===== src/rtl/uart_pkg.sv =====
// Definitions shared by the UART transmitter and the future receiver:
// FSM states, line idle level, parity modes and the parity helper.
package uart_pkg;

  typedef enum logic [2:0] {
    ST_IDLE,
    ST_ARM,
    ST_START,
    ST_DATA,
    ST_PARITY,
    ST_STOP
  } uart_state_e;

  localparam logic IDLE_LEVEL       = 1'b1;
  localparam logic PARITY_MODE_EVEN = 1'b0;
  localparam logic PARITY_MODE_ODD  = 1'b1;

  // Unused upper bits of a narrow word are zero, so they do not disturb the XOR.
  function automatic logic parity_of(input logic [7:0] data, input logic mode);
    return (^data) ^ mode;
  endfunction

endpackage


===== src/rtl/uart_tx_if.sv =====
// Host-side handshake and serial line of the UART transmitter.
interface uart_tx_if #(
  parameter int DATA_BITS = 8
);
  logic                 tx_start;
  logic [DATA_BITS-1:0] tx_data;
  logic                 tx;
  logic                 tx_busy;
  logic                 tx_done;

  modport master (output tx_start, tx_data, input tx, tx_busy, tx_done);
  modport slave  (input tx_start, tx_data, output tx, tx_busy, tx_done);
endinterface


===== src/rtl/baud_tick_sync.sv =====
// Brings the asynchronous baud square wave into the clock domain and turns
// each of its rising edges into a single-cycle baud_tick_o strobe.
module baud_tick_sync (
  input  logic clock,
  input  logic reset,
  input  logic baud_clk_i,
  output logic baud_tick_o
);

  logic [1:0] sync_q;
  logic       prev_q;

  always_ff @(posedge clock or posedge reset) begin
    if (reset) begin
      sync_q <= '0;
      prev_q <= 1'b0;
    end else begin
      // NOTE: non-blocking assignments make each flop take its pre-edge input, so this forms a real three-stage chain instead of collapsing into one flop.
      sync_q <= {sync_q[0], baud_clk_i};
      prev_q <= sync_q[1];
    end
  end

  assign baud_tick_o = sync_q[1] & ~prev_q;

endmodule


===== src/rtl/uart_tx.sv =====
// UART transmitter: start bit, DATA_BITS data bits LSB first, optional parity,
// STOP_BITS stop bits; every bit boundary is a synchronized baud tick.
module uart_tx
  import uart_pkg::*;
#(
  parameter int DATA_BITS  = 8,
  parameter int PARITY_EN  = 0,
  parameter int PARITY_ODD = 0,
  parameter int STOP_BITS  = 1
) (
  input  logic      clock,
  input  logic      reset,
  input  logic      baud_clk,
  uart_tx_if.slave  bus
);

  localparam logic [2:0] LAST_BIT    = 3'(DATA_BITS - 1);
  localparam logic       LAST_STOP   = 1'(STOP_BITS - 1);
  localparam logic       PARITY_MODE = (PARITY_ODD != 0) ? PARITY_MODE_ODD : PARITY_MODE_EVEN;

  uart_state_e          state_q, state_d;
  logic [DATA_BITS-1:0] shift_q, shift_d;
  logic [2:0]           bit_cnt_q, bit_cnt_d;
  logic                 stop_cnt_q, stop_cnt_d;
  logic                 parity_q, parity_d;
  logic                 tx_q, tx_d;
  logic                 busy_q, busy_d;
  logic                 done_q, done_d;
  logic                 baud_tick;

  baud_tick_sync u_tick (
    .clock      (clock),
    .reset      (reset),
    .baud_clk_i (baud_clk),
    .baud_tick_o(baud_tick)
  );

  always_ff @(posedge clock or posedge reset) begin
    if (reset) begin
      state_q    <= ST_IDLE;
      shift_q    <= '0;
      bit_cnt_q  <= '0;
      stop_cnt_q <= 1'b0;
      parity_q   <= 1'b0;
      tx_q       <= IDLE_LEVEL;
      busy_q     <= 1'b0;
      done_q     <= 1'b0;
    end else begin
      state_q    <= state_d;
      shift_q    <= shift_d;
      bit_cnt_q  <= bit_cnt_d;
      stop_cnt_q <= stop_cnt_d;
      parity_q   <= parity_d;
      tx_q       <= tx_d;
      busy_q     <= busy_d;
      done_q     <= done_d;
    end
  end

  always_comb begin
    // NOTE: every next-state signal gets a default here, so no path through the case leaves one unassigned and no latch is inferred.
    state_d    = state_q;
    shift_d    = shift_q;
    bit_cnt_d  = bit_cnt_q;
    stop_cnt_d = stop_cnt_q;
    parity_d   = parity_q;
    tx_d       = tx_q;
    busy_d     = busy_q;
    done_d     = 1'b0;

    unique case (state_q)
      ST_IDLE: begin
        tx_d   = IDLE_LEVEL;
        busy_d = 1'b0;
        if (bus.tx_start) begin
          shift_d  = bus.tx_data;
          parity_d = parity_of(8'(bus.tx_data), PARITY_MODE);
          busy_d   = 1'b1;
          state_d  = ST_ARM;
        end
      end
      // ARM waits for a tick so the start bit always lasts a full bit time.
      ST_ARM: if (baud_tick) begin
        tx_d    = 1'b0;
        state_d = ST_START;
      end
      ST_START: if (baud_tick) begin
        tx_d      = shift_q[0];
        shift_d   = shift_q >> 1;
        bit_cnt_d = '0;
        state_d   = ST_DATA;
      end
      ST_DATA: if (baud_tick) begin
        if (bit_cnt_q == LAST_BIT) begin
          stop_cnt_d = 1'b0;
          if (PARITY_EN != 0) begin
            tx_d    = parity_q;
            state_d = ST_PARITY;
          end else begin
            tx_d    = IDLE_LEVEL;
            state_d = ST_STOP;
          end
        end else begin
          bit_cnt_d = bit_cnt_q + 3'd1;
          tx_d      = shift_q[0];
          shift_d   = shift_q >> 1;
        end
      end
      ST_PARITY: if (baud_tick) begin
        tx_d       = IDLE_LEVEL;
        stop_cnt_d = 1'b0;
        state_d    = ST_STOP;
      end
      ST_STOP: if (baud_tick) begin
        if (stop_cnt_q == LAST_STOP) begin
          busy_d  = 1'b0;
          done_d  = 1'b1;
          state_d = ST_IDLE;
        end else begin
          stop_cnt_d = stop_cnt_q + 1'b1;
        end
      end
      default: state_d = ST_IDLE;
    endcase
  end

  assign bus.tx      = tx_q;
  assign bus.tx_busy = busy_q;
  assign bus.tx_done = done_q;

endmodule


===== src/flat_wrapper.sv =====
// flat-port wrapper written by rule: the top's interface ports become plain ports
module uart_tx_flat import uart_pkg::*;
#(
  parameter int DATA_BITS  = 8,
  parameter int PARITY_EN  = 0,
  parameter int PARITY_ODD = 0,
  parameter int STOP_BITS  = 1
)
  (clock, reset, baud_clk, bus_tx_start, bus_tx_data, bus_tx, bus_tx_busy, bus_tx_done);
  uart_tx_if #(.DATA_BITS(DATA_BITS)) bus_i ();
  input  logic clock;
  input  logic reset;
  input  logic baud_clk;
  input wire logic [$bits(bus_i.tx_start)-1:0] bus_tx_start;
  input wire logic [$bits(bus_i.tx_data)-1:0] bus_tx_data;
  output wire logic [$bits(bus_i.tx)-1:0] bus_tx;
  output wire logic [$bits(bus_i.tx_busy)-1:0] bus_tx_busy;
  output wire logic [$bits(bus_i.tx_done)-1:0] bus_tx_done;
  assign bus_i.tx_start = bus_tx_start;
  assign bus_i.tx_data = bus_tx_data;
  assign bus_tx = bus_i.tx;
  assign bus_tx_busy = bus_i.tx_busy;
  assign bus_tx_done = bus_i.tx_done;
  uart_tx #(.DATA_BITS(DATA_BITS), .PARITY_EN(PARITY_EN), .PARITY_ODD(PARITY_ODD), .STOP_BITS(STOP_BITS)) u_core (.clock(clock), .reset(reset), .baud_clk(baud_clk), .bus(bus_i));
endmodule

===== config.mk =====
export PLATFORM = sky130hd
export DESIGN_NAME = uart_tx_flat
export DESIGN_NICKNAME = d
export VERILOG_FILES = /design/src/rtl/uart_pkg.sv /design/src/rtl/uart_tx_if.sv /design/src/rtl/baud_tick_sync.sv /design/src/rtl/uart_tx.sv /design/src/flat_wrapper.sv
export SDC_FILE = /design/constraint.sdc
export NUM_CORES = 1
export LEC_CHECK = 0
export CAP_MARGIN = 20
export CORE_UTILIZATION = 49
export CTS_BUF_LIST = sky130_fd_sc_hd__clkbuf_8
export CTS_CLUSTER_DIAMETER = 120
export DETAILED_ROUTE_END_ITERATION = 10
export PLACE_DENSITY = 0.77
export SYNTH_ARGS = -nofsm -noshare
export SYNTH_HDL_FRONTEND = slang
export SYNTH_SLANG_ARGS = --single-unit

===== constraint.sdc =====
create_clock -name clock -period 1.6 [get_ports clock]
set_input_delay 0.32 -clock clock [delete_from_list [all_inputs] [get_ports clock]]
set_output_delay 0.32 -clock clock [all_outputs]
set_load 0.005 [all_outputs]

==> run_results.csv <==
group,metric,value,unit
logic_synthesis,syn_inst,81,
global_route,busiest_layer,"met2",
cells_and_area,area_delta_synth_final,28.4,%
global_route,use_met2,0.287,
die,die-area,2130,µm²
global_route,antenna_found_initial,0,
drt,wire_per_inst,13.0,µm
logic_synthesis,syn_area,955,µm²
global_route,grt_use_total,0.195,
cells_and_area,final_common_cell,"dfrtp_1",
cts,ctsHoldBuffers,0,
global_route,grt_overflow,0,
worst_setup_path,cp_cell_sequence,"ha_2, ha_2, and2_4, or2_4, o221a_1",
sta,fin_hold_ws,0.358,ns
cells_and_area,stdcell_area,1230,µm²
global_route,grtUsageMet3,0.0471,
place,post_dp_cell_area,1170,µm²
drt,dr.pass1.iters,4,
logic_synthesis,yosys_warnings,0,
die,die_height,46.1,µm
sta,finalCritPeriodShare,0.954,
cts,clock_latency,0.25,ns
logic_synthesis,ys_types,33,
worst_setup_path,worst_ep_arrival_time,1.67,ns
logic_synthesis,synth.avg_cell_area,11.8,µm²
power_and_ir_drop,p_per_area,1360,nW/µm²
cts,clock-sinks,20,
place,io_buffers,14,
worst_hold_path,hold_path_class,"reg2reg",
cts,htree_levels,1,
sta,final.setup.worst_slack,0.0735,ns
sta,fin_skew,0.00719,ns
run_status,status,"completed",
cells_and_area,finalCoreUtilization,0.688,
drt,vias,701,
worst_setup_path,cpLargestDelayFamily,"simple AND/OR/NAND/NOR gates",
worst_setup_path,path_class,"reg2reg",
sta,setup_tns,0,ns
sta,grt_setup_unrepaired,"no",
global_route,grt_pass1_vias,707,
cts,cts_tree,"built",
global_route,grt_pass1_wl,2880,µm
die,coreArea,1780,µm²
worst_setup_path,slowest_stage,"dfrtp_1",
cts,cts_inserted_buffers,3,
cells_and_area,diodes,0,
sta,fmax,655,MHz
place,dp_hpwl,1290,µm
cts,cts-root-buf,"clkbuf_8",
drt,drc_errors,0,
drt,initialDrtViolationCount,23,
worst_setup_path,critPathCaptureType,"register",
worst_setup_path,max_stage_delay,0.38,ns
sta,slew_headroom,0.794,
logic_synthesis,yosysSeqAreaShare,0.526,
cts,clock_path_buffers,2,
worst_setup_path,cpMostUsedCell,"ha_2",
logic_synthesis,synth_fp_nets,95,
drt,wirelength,1680,µm
worst_setup_path,worst-path-buf-inv,0,
sta,worst_pin_slew,0.308,ns
cts,path_clk_slew,0.07,ns
worst_setup_path,required,1.74,ns
worst_setup_path,r2r_slack,0.07,ns
sta,final-hold-violation-count,0,
sta,finalSetupViolCount,0,
power_and_ir_drop,vdd_ir_drop_max,0.728,mV
die,start_util,0.535,
cells_and_area,layout-drive-gt1-share,0.192,
worst_setup_path,start_kind,"register",
cells_and_area,layout.nets,119,
worst_setup_path,crit_fanout,9,
die,io_pins,15,
die,num_rows,15,
power_and_ir_drop,p_leak,0.000502,µW
drt,avgViaCountPerCell,5.43,
global_route,grt_use_met1,0.250,
drt,ant_nets,0,
global_route,grt_max_degree,21,
die,die_x,46.1,µm
sta,period_needed,1.53,ns
sta,slew_viol_final,0,
run,drv_cap,0,
cells_and_area,final_cell_mix,"dfrtp_1 (19), clkdlybuf4s50_1 (13), buf_4 (10)",
place,place_ws,-0.0137,ns
place,gp_congestion,0.840,
logic_synthesis,ys_seq_elements,20,
## final timing paths
check,cells after the start,start,end
max,5,u_core.bit_cnt_q[0],u_core.shift_q[4]
min,0,u_core.u_tick.sync_q[0],u_core.u_tick.sync_q[1]
max reg2reg,5,u_core.bit_cnt_q[0],u_core.shift_q[4]
min reg2reg,0,u_core.u_tick.sync_q[0],u_core.u_tick.sync_q[1]
max in group asynchronous,3,reset,u_core.bus.tx
min in group asynchronous,3,reset,u_core.shift_q[6]
## state kept, by name, summed over array words and instances, names as in the netlist
register / flops
u_core.shift_q: 8
u_core.bit_cnt_q: 3
u_core.state_q: 3
u_core.u_tick.sync_q: 2
u_core.bus.tx: 1
u_core.bus.tx_busy: 1
u_core.bus.tx_done: 1
u_core.u_tick.prev_q: 1
## cell type report
class / count / area [µm²]
Multi-Input combinational cell: 52 / 419
Clock buffer: 3 / 41.3
Inverter: 4 / 15.0
Fill cell: 132 / 557
Sequential cell: 20 / 502
Tap cell: 25 / 31.3
Clock inverter: 1 / 3.75
Timing Repair Buffer: 24 / 214
## worst register-to-register path, cell delays in order, from the launching register on
cell	delay, ns
dfrtp_1	0.38
ha_2	0.18
ha_2	0.17
and2_4	0.16
or2_4	0.27
o221a_1	0.25
## power by group
| part | internal, µW | leakage (µW) | switching [µW] | total, µW |
|---|---|---|---|---|
| logic | 318 | 0.000248 | 223 | 542 |
| registers | 677 | 0.000228 | 127 | 804 |
| clock network | 170 | 0.0000269 | 153 | 323 |
## Yosys cell counts, drive strengths merged
master   instances  area share
o311ai           1      0.0092
o211ai           1      0.0079
nor2             4       0.016
nand3b           1      0.0079
nand2            4       0.016
a211o            1      0.0092
or2b             3       0.024
nor4b            1       0.025
nand3            1      0.0052
a21oi            2       0.010
buf              4       0.034
nor4             1      0.0066
o21bai           1       0.012
clkbuf           1      0.0039
ha               2       0.026
o22ai            1      0.0066
nor2b            1      0.0066
or4              1      0.0079
and2             1      0.0066
or2              1      0.0066
o21ai            4       0.021
nand4bb          1       0.012
o221a            7       0.083
and3b            1      0.0092
a2bb2oi          1      0.0092
a32o             1       0.010
dfrtp           19        0.50
dfstp            1       0.028
inv              4       0.016
nand2b           6       0.039
o211a            2       0.021
a21o             1      0.0079
## cell families (layout without fill, tap and decap cells)
family	after synthesis	after routing	synth area share
AOI/OAI and AO/OA	23	23	0.207
adders and majority gates	2	2	0.0262
DFF	20	20	0.526
buffers and inverters	9	32	0.0537
and+or+nand+nor	27	27	0.187
## per-layer routing
| layer | share of wire | wire [µm] |
|---|---|---|
| met1 | 0.45 | 760 |
| met2 | 0.47 | 797 |
| met3 | 0.046 | 78 |
| met4 | 0.026 | 43 |
| met5 | 0 | 0 |
## what timing repair did
action                                 4_1_cts  5_1_grt
endpoints found under the hold margin        0        0
setup endpoints to repair                    8        0
setup buffers                                0        0
resized for setup                            3        0
## metrics by stage
step           power, µW  cells
5_1_grt             1790    129
6_report            1670    129
2_1_floorplan       1140     81
3_5_place_dp        1360    125
3_3_place_gp        1330    125
4_1_cts             1680    129
Power figures use the tool's default switching activity.
